--- src/rtl/zuart_pkg.sv ---
// Shared UART constants and the receiver state encoding.
// The transmitter imports the frame constants from this package as well.
package zuart_pkg;

   localparam int unsigned CLKS_PER_BIT_DEFAULT = 434;
   localparam int unsigned DATA_BITS            = 8;
   localparam logic        MARK_LEVEL           = 1'b1;
   localparam logic        STOP_LEVEL           = 1'b1;

   typedef enum logic [2:0] {
      RX_IDLE,
      RX_START,
      RX_DATA,
      RX_MARK,
      RX_STOP,
      RX_RESULT,
      RX_WAIT_HIGH
   } rx_state_t;

endpackage

--- src/rtl/zuart_rx_sync.sv ---
// Two-flop synchronizer for an asynchronous input that idles high.
module zuart_rx_sync (
   input  logic clk,
   input  logic rst,
   input  logic d,
   output logic q
);

   logic meta;

   always_ff @(posedge clk or posedge rst) begin
      if (rst) begin
         meta <= 1'b1;
         q    <= 1'b1;
      end else begin
         meta <= d;
         q    <= meta;
      end
   end

endmodule

--- src/rtl/zuart_module_rx.sv ---
// UART receiver: start, 8 data bits LSB first, optional mark bit, stop.
// Mid-bit sampling from an internal baud counter; done / frame_err pulses.
module zuart_module_rx
   import zuart_pkg::*;
#(
   parameter int unsigned CLKS_PER_BIT = CLKS_PER_BIT_DEFAULT,  // must be >= 4
   parameter int unsigned EXTRA_BIT    = 1
) (
   input  logic                 clk,
   input  logic                 rst,
   input  logic                 en,
   input  logic                 rx_pin,
   output logic [DATA_BITS-1:0] data,
   output logic                 done,
   output logic                 frame_err,
   output logic                 busy
);

   localparam int unsigned CNT_W     = $clog2(CLKS_PER_BIT);
   localparam int unsigned BIT_CNT_W = $clog2(DATA_BITS);
   localparam int unsigned HALF      = CLKS_PER_BIT / 2;
   localparam logic [CNT_W-1:0]     HALF_LAST = CNT_W'(HALF - 1);
   localparam logic [CNT_W-1:0]     BIT_LAST  = CNT_W'(CLKS_PER_BIT - 1);
   localparam logic [BIT_CNT_W-1:0] LAST_BIT  = BIT_CNT_W'(DATA_BITS - 1);

   rx_state_t state, next_state;

   logic                 rx_s;
   logic [CNT_W-1:0]     cnt;
   logic [BIT_CNT_W-1:0] bit_cnt;
   logic [DATA_BITS-1:0] shift;
   logic                 err;
   logic                 stop_low;
   logic                 timed;
   logic                 sample;

   logic [DATA_BITS-1:0] data_nxt;
   logic                 done_nxt;
   logic                 frame_err_nxt;
   logic                 busy_nxt;

   zuart_rx_sync u_sync (
      .clk (clk),
      .rst (rst),
      .d   (rx_pin),
      .q   (rx_s)
   );

   // Start is checked half a bit after detection (detection cycle is t=0, START entry is t=1).
   always_comb begin
      timed  = (state == RX_START) || (state == RX_DATA) ||
               (state == RX_MARK)  || (state == RX_STOP);
      sample = 1'b0;
      if (state == RX_START) begin
         sample = (cnt == HALF_LAST);
      end else if (timed) begin
         sample = (cnt == BIT_LAST);
      end
   end

   always_ff @(posedge clk or posedge rst) begin
      if (rst) begin
         state <= RX_IDLE;
      end else begin
         state <= next_state;
      end
   end

   always_comb begin
      next_state = state;
      if (!en) begin
         next_state = RX_IDLE;
      end else begin
         case (state)
            RX_IDLE:      if (!rx_s) next_state = RX_START;
            RX_START:     if (sample) next_state = rx_s ? RX_IDLE : RX_DATA;
            RX_DATA:      if (sample && (bit_cnt == LAST_BIT))
                             next_state = (EXTRA_BIT != 0) ? RX_MARK : RX_STOP;
            RX_MARK:      if (sample) next_state = RX_STOP;
            RX_STOP:      if (sample) next_state = RX_RESULT;
            RX_RESULT:    next_state = stop_low ? RX_WAIT_HIGH : RX_IDLE;
            RX_WAIT_HIGH: if (rx_s) next_state = RX_IDLE;
            default:      next_state = RX_IDLE;
         endcase
      end
   end

   // Result is decided at the stop sample so the pulse lands in the RESULT cycle.
   always_comb begin
      data_nxt      = data;
      done_nxt      = 1'b0;
      frame_err_nxt = 1'b0;
      busy_nxt      = (next_state != RX_IDLE);
      if (en && (state == RX_STOP) && sample) begin
         if (err || !rx_s) begin
            frame_err_nxt = 1'b1;
         end else begin
            done_nxt = 1'b1;
            data_nxt = shift;
         end
      end
   end

   always_ff @(posedge clk or posedge rst) begin
      if (rst) begin
         data      <= '0;
         done      <= 1'b0;
         frame_err <= 1'b0;
         busy      <= 1'b0;
      end else begin
         data      <= data_nxt;
         done      <= done_nxt;
         frame_err <= frame_err_nxt;
         busy      <= busy_nxt;
      end
   end

   always_ff @(posedge clk or posedge rst) begin
      if (rst) begin
         cnt      <= '0;
         bit_cnt  <= '0;
         shift    <= '0;
         err      <= 1'b0;
         stop_low <= 1'b0;
      end else begin
         if ((next_state != state) || sample || !timed) begin
            cnt <= '0;
         end else begin
            cnt <= cnt + CNT_W'(1);
         end

         if (state != RX_DATA) begin
            bit_cnt <= '0;
         end else if (sample) begin
            bit_cnt <= bit_cnt + BIT_CNT_W'(1);
         end

         if ((state == RX_DATA) && sample) begin
            shift <= {rx_s, shift[DATA_BITS-1:1]};
         end

         if (!en || (state == RX_IDLE)) begin
            err <= 1'b0;
         end else if (((state == RX_MARK) || (state == RX_STOP)) && sample && !rx_s) begin
            err <= 1'b1;
         end

         if ((state == RX_STOP) && sample) begin
            stop_low <= !rx_s;
         end
      end
   end

endmodule

--- config.mk ---
export PLATFORM = sky130hd
export DESIGN_NAME = zuart_module_rx
export DESIGN_NICKNAME = d
export VERILOG_FILES = /design/src/rtl/zuart_pkg.sv /design/src/rtl/zuart_rx_sync.sv /design/src/rtl/zuart_module_rx.sv
export SDC_FILE = /design/constraint.sdc
export NUM_CORES = 1
export LEC_CHECK = 0
export BUFFER_PORTS_ARGS = -buffer_cell sky130_fd_sc_hd__buf_4
export CELL_PAD_IN_SITES_DETAIL_PLACEMENT = 1
export CELL_PAD_IN_SITES_GLOBAL_PLACEMENT = 2
export CORE_ASPECT_RATIO = 1.1
export CORE_UTILIZATION = 41
export CTS_BUF_LIST = sky130_fd_sc_hd__clkbuf_2 sky130_fd_sc_hd__clkbuf_4 sky130_fd_sc_hd__clkbuf_8
export CTS_CLUSTER_DIAMETER = 60
export CTS_CLUSTER_SIZE = 40
export DETAILED_ROUTE_END_ITERATION = 6
export GPL_ROUTABILITY_DRIVEN = 1
export PLACE_DENSITY_LB_ADDON = 0.1
export SYNTH_ARGS = -nofsm -noshare
export SYNTH_HDL_FRONTEND = slang
export SYNTH_SLANG_ARGS = --single-unit
export TNS_END_PERCENT = 20
--- constraint.sdc ---
create_clock -name clk -period 2.98 [get_ports clk]
set_input_delay 0.149 -clock clk [delete_from_list [all_inputs] [get_ports clk]]
set_output_delay 0.149 -clock clk [all_outputs]
set_load 0.05 [all_outputs]
* Word level (Yosys, flattened, before mapping)
Cells that the tools add are included.
Storage, ports and cells: bits of input ports 4, register bits after elaboration 38, word-level logic and storage cells 70
Operators by class: add/sub/neg operators 2, multiplexer cells 21, bitwise operators 1, equal/unequal tests 11, reductions and logical operators 23
Operators by type and width (number):
- 2-to-1 mux 3 bit | 10
- one-hot mux 3 bit (7 select lines) | 1
- equality test 3 bit, second input constant | 4
- adder 9 x 1 -> 9 bit, second input constant | 1
- equality test 9 x 8 -> 1 bit, second input constant | 1
- equality test 9 bit, second input constant | 1
- 2-to-1 mux 9 bit | 1
- logical OR 1 bit | 8
- 2-to-1 mux 1 bit | 8
- logical AND 1 bit | 7
- equality test 3 x 2 -> 1 bit, second input constant | 2
- nonzero test 2 bit | 2
- adder 3 x 1 -> 3 bit, second input constant | 1
- equality test 3 x 1 -> 1 bit, second input constant | 1
- zero test 1 bit | 3
- zero test 3 bit | 1
- inequality test 3 x 2 -> 1 bit, second input constant | 1
- inequality test 3 bit | 1
- nonzero test 3 bit | 1
- 2-to-1 mux 2 bit | 1
- AND reduction 2 bit | 1
- NOT 1 bit | 1

* Depth between registers and ports, before layout
word-level depth 14, gate-level depth with buffers 8, mapped depth without buffers 7

* By module
Synthesis repeated with hierarchy kept, for this count alone.
Second synthesis, totals: cells, all modules 155, area, all modules 1869.3 µm²
By module, submodules not included:
- zuart_module_rx | cells an instance 152, instances 1, area an instance 1813.0 µm²
- zuart_rx_sync | cells an instance 3, instances 1, area an instance 56.3 µm²

* Worst setup path before layout
OpenSTA, ideal clock, no wires.
kind reg2reg, start point register state[0], end point register data[0], data arrival time 2.030 ns, path buffers 0, cell stages (with the launch flop) 5, period minus slack after synthesis 2.154 ns, setup time 0.125 ns, setup slack 0.826 ns, path through dfrtp_1 -> or3b_4 -> or3_4 -> nor4b_4 -> mux2_2
Between the ends: word-level cells in the longest chain between the ends 8, elaborated cells between the ends (all ways) 12
RTL lines:
- start, declared | line zuart_module_rx.sv:26 | rx_state_t state, next_state;
- start signal, assigned | line zuart_module_rx.sv:65 | state <= next_state;
- equality test 3 x 1 -> 1 bit or equality test 3 x 2 -> 1 bit (tied branches) | line zuart_module_rx.sv:51, zuart_module_rx.sv:54
- logical OR 1 bit (2 in a row) | line zuart_module_rx.sv:51 | timed = (state == RX_START) || (state == RX_DATA) ||
- logical OR 1 bit | line zuart_module_rx.sv:52 | (state == RX_MARK) || (state == RX_STOP);
- 2-to-1 mux 1 bit | line zuart_module_rx.sv:56 | end else if (timed) begin
- 2-to-1 mux 1 bit | line zuart_module_rx.sv:54 | if (state == RX_START) begin
- logical AND 1 bit (*) | line zuart_module_rx.sv:94 | if (en && (state == RX_STOP) && sample) begin
- AND reduction 2 bit (no source line) (*)
- end signal, assigned | line zuart_module_rx.sv:111 | data <= data_nxt;
- end, declared | line zuart_module_rx.sv:13 | output logic [DATA_BITS-1:0] data,
Mark *: on every way between the ends. The rest lies on a longest branch, timed or not. A chain may end at the register's enable or synchronous reset.

* Worst setup path after layout
start point register state[2], end point register data[3]
Same word-level chain as after synthesis.

==> results.txt <==
----------------------------------------------------
[Outcome]
  Run status ... complete, no violations

[Worst setup path]
  Worst Setup Start Kind ... register
  Worst path buffer plus inverter count ... 0
  Number of cells on the worst reg-to-reg path ... 4
  Critical path, cell by cell ... or3b_4 -> or3_4 -> nor4b_4 -> mux2_2
  RR Startpoint ... state[2]$_DFF_PP0_
  End of the worst register-to-register path ... data[3]$_DFFE_PP0P_
  CP Max Fanout ... 12
  Kind of capture point of the worst setup path ... register
  Cell family with most CP delay ... simple AND/OR/NAND/NOR gates
  Arrival @ worst endpoint ... around 2.7 ns
  Critical Path RT ... 3.15 ns
  Library cell contributing the largest single delay on the critical path ... sky130_fd_sc_hd__nor4b_4
  Type of the worst setup path ... register to register
  Register-to-Register Setup Slack ... 0.50 ns
  Delay contributed by the slowest stage of the critical path ... 0.57 ns

[Placement]
  PortBufs ... 14
  Placed cell areas ... 0.001901 mm^2
  RePlAce Congestion ... between 0.7 and 0.8
  Detailed Place HPWL ... 2510 um

[Yosys]
  Dominant synthesized flop cell ... sky130_fd_sc_hd__dfrtp_1
  Post-Synthesis Mean Instance Area ... ~12 um^2
  Number of nets produced by synthesis ... 157
  Synthesized netlist cell count ... 148
  Async S/R FF share, synth ... 1.000
  Post-synthesis cell area ... 0.001730 mm^2
  Post-synthesis sequential element count ... 38
  Number of unique standard cell types used by synthesis ... 36
  Share of synthesized area occupied by flip-flops and latches ... 0.5510
  Number of warnings issued by yosys ... 0
  Number of flops mapped to enable cells by yosys ... 0

[Clock network]
  CTS tree ... done
  Number of H-tree levels ... 2
  Buffer type at the clock tree root ... sky130_fd_sc_hd__clkbuf_8
  CTS-repair resized insts ... 0
  Maximum clock insertion buffer count ... 2
  Worst-Skew Late Latency ... 0.28 ns
  Post-CTS setup buffer count ... 0
  Number of buffers created by CTS ... 5
  Count of hold-fix buffers inserted at cts ... 2
  Clock-pin slew on the worst setup and hold paths ... 0.08 ns
  CTS sink cnt ... 38

[STA]
  Total Negative Setup Slacks ... 0 ns
  Setup repair after global routing missed its margin ... false
  Period Utilization, post-route ... 0.8333
  Min Clock Period, post-route ... around 2.5 ns
  Worst clock skew ... ~0.0078 ns
  Final Max Tran Viols ... 0
  Final setup violating endpoints ... 0
  Max Freq ... between 400 and 500 MHz
  Worst Hold Margin ... 0.1403 ns
  Fin. Hold Viols ... 0
  Transition at the pin with the smallest max-transition slack ... 0.6355 ns
  Worst slew slack as a fraction of its limit ... 0.5745

[GRT]
  Met2 layer usage reported by global route ... 0.3298
  Vias in the first global route ... 1344
  Wire length of the first global-routing pass ... 6354 um
  Met3 global-route usage ... 0.03922
  Largest net degree at the start of global routing ... 39
  Most crowded layer after global routing ... met2
  Global-route congestion overflow total ... 0
  Met1 track demand over resource in global routing ... 0.2242
  Antenna violations before repair ... 0
  Global router's overall resource usage ... 0.1882

[Pwr]
  Cell leakage power ... 0.9737 nW
  Largest voltage drop on the vdd net ... 0.2487 mV
  Power, Total ... 1.100 mW
  Power per unit of standard cell area ... 533.2 mW/mm^2

[Floorplanning]
  Die area ... roughly 0.0045 mm^2
  Floorplan core area ... 0.003994 mm^2
  Die Ht ... 70.14 um
  Row count ... 24
  I/O pin count ... 15
  Initial Utilization ... 0.4333
  Floorplan die width ... about 64 um

[Worst hold path]
  Launch point of the worst hold path ... en
  Hold WC Path Type ... input pin to register
  Worst-case hold path end point ... err$_DFFE_PP0P_
  Number of instances on the worst hold path ... 2

[Detailed routing]
  DRT Wirelength ... ~3600 um
  Vias ... 1171
  Wire length per cell after detailed routing ... 16.08 um
  Final ANT Viol Nets ... 0
  Ratio of routed vias to standard cells ... roughly 5.3
  First DRT Iteration DRCs ... 29
  Number of detailed-routing iterations run before antenna repair ... 4
  Remaining DRCs ... 0

[Cells and area]
  Multi-input logic area ... 735.7 um^2
  Finished layout cell area ... about 0.0021 mm^2
  Fill cell count ... 430
  Most common cell after layout, fill and taps aside ... sky130_fd_sc_hd__dfrtp_1
  Final layout net count ... 178
  Most frequent cells in the layout ... sky130_fd_sc_hd__dfrtp_1, sky130_fd_sc_hd__mux2_2, sky130_fd_sc_hd__nor2_1, sky130_fd_sc_hd__buf_4, sky130_fd_sc_hd__nand2_1
  Syn-to-layout area delta ... 19.23%
  Number of antenna repair diodes ... 0
  Fraction of layout instances using a drive strength above 1 ... 0.2706
  Area taken by flip-flops and latches ... 953.4 um^2

[Job]
  # Max-Cap Violations ... 0

----------------------------------------------------
stage by stage:
stage          setup slack, ns  cells    util
2_1_floorplan           0.8258    148       -
3_3_place_gp            0.5742    212  0.4759
3_5_place_dp            0.4910    212  0.4759
4_1_cts                 0.4957    222  0.5166
5_1_grt                 0.3594    222  0.5166
6_report                0.4967    222  0.5166
where the power goes:
| group | internal, mW | leakage, nW | switching, mW |
|---|---|---|---|
| logic | 0.0137 | 0.382 | 0.0286 |
| clock network | 0.357 | 0.0714 | 0.177 |
| registers | 0.521 | 0.521 | 0.00363 |
| total | 0.891 | 0.974 | 0.209 |
layout make-up:
class,instances,area share
well taps,52,0.03153
clock buffers,6,0.04002
inverters,7,0.01273
flip-flops and latches,38,0.4621
clock inverters,2,0.02911
multi-input cells,99,0.3566
repair buffers,18,0.06792
worst max path at each step:
stage / start / end / slack [ns] / depth (start not counted)
floorplan: state[0]$_DFF_PP0_ / data[0]$_DFFE_PP0P_ / 0.83 / 4
global placement: state[2]$_DFF_PP0_ / data[5]$_DFFE_PP0P_ / 0.57 / 4
detailed placement: state[2]$_DFF_PP0_ / data[3]$_DFFE_PP0P_ / 0.49 / 4
CTS: state[2]$_DFF_PP0_ / data[3]$_DFFE_PP0P_ / 0.50 / 4
global route: state[2]$_DFF_PP0_ / data[7]$_DFFE_PP0P_ / 0.36 / 4
finish: state[2]$_DFF_PP0_ / data[3]$_DFFE_PP0P_ / 0.50 / 4
sequential cells by signal, indices dropped and copies added (netlist names):
register	flops
cnt	9
data	8
shift	8
bit_cnt	3
state	3
busy	1
done	1
err	1
frame_err	1
stop_low	1
u_sync.meta	1
u_sync.q	1
worst reg2reg max path, cell delays in order (launching register included):
cell                      delay, ns
sky130_fd_sc_hd__dfrtp_1       0.53
sky130_fd_sc_hd__or3b_4        0.44
sky130_fd_sc_hd__or3_4         0.43
sky130_fd_sc_hd__nor4b_4       0.57
sky130_fd_sc_hd__mux2_2        0.41
metal layers:
metal  vias up  wire [um]
li1        553          -
met1       601       1555
met2        13       1908
met3         4         71
met4         0         35
met5         -          0
cell families after synthesis:
logic type,after synthesis,share of synthesized area
adders and majority gates,5,0.03615
xor gates and xnor gates,8,0.04049
muxes,18,0.1157
AOI/OAI and AO/OA,14,0.05785
buffers and inverters,11,0.02386
and+or+nand+nor,54,0.1750
DFF,38,0.5510
synthesized netlist by cell type (3+ instances only):
master / instances / area (um^2)
sky130_fd_sc_hd__nor2_1: 16 / 60.06
sky130_fd_sc_hd__nor3_1: 4 / 20.02
sky130_fd_sc_hd__nand2_1: 10 / 37.54
sky130_fd_sc_hd__o21ai_0: 3 / 15.01
sky130_fd_sc_hd__clkbuf_1: 4 / 15.01
sky130_fd_sc_hd__xor2_1: 3 / 26.28
sky130_fd_sc_hd__ha_1: 5 / 62.56
sky130_fd_sc_hd__inv_1: 7 / 26.28
sky130_fd_sc_hd__dfrtp_1: 36 / 900.9
sky130_fd_sc_hd__mux2_2: 16 / 180.2
sky130_fd_sc_hd__nand3_1: 8 / 40.04
sky130_fd_sc_hd__xnor2_1: 5 / 43.79
(Power assumes the default switching activity.)
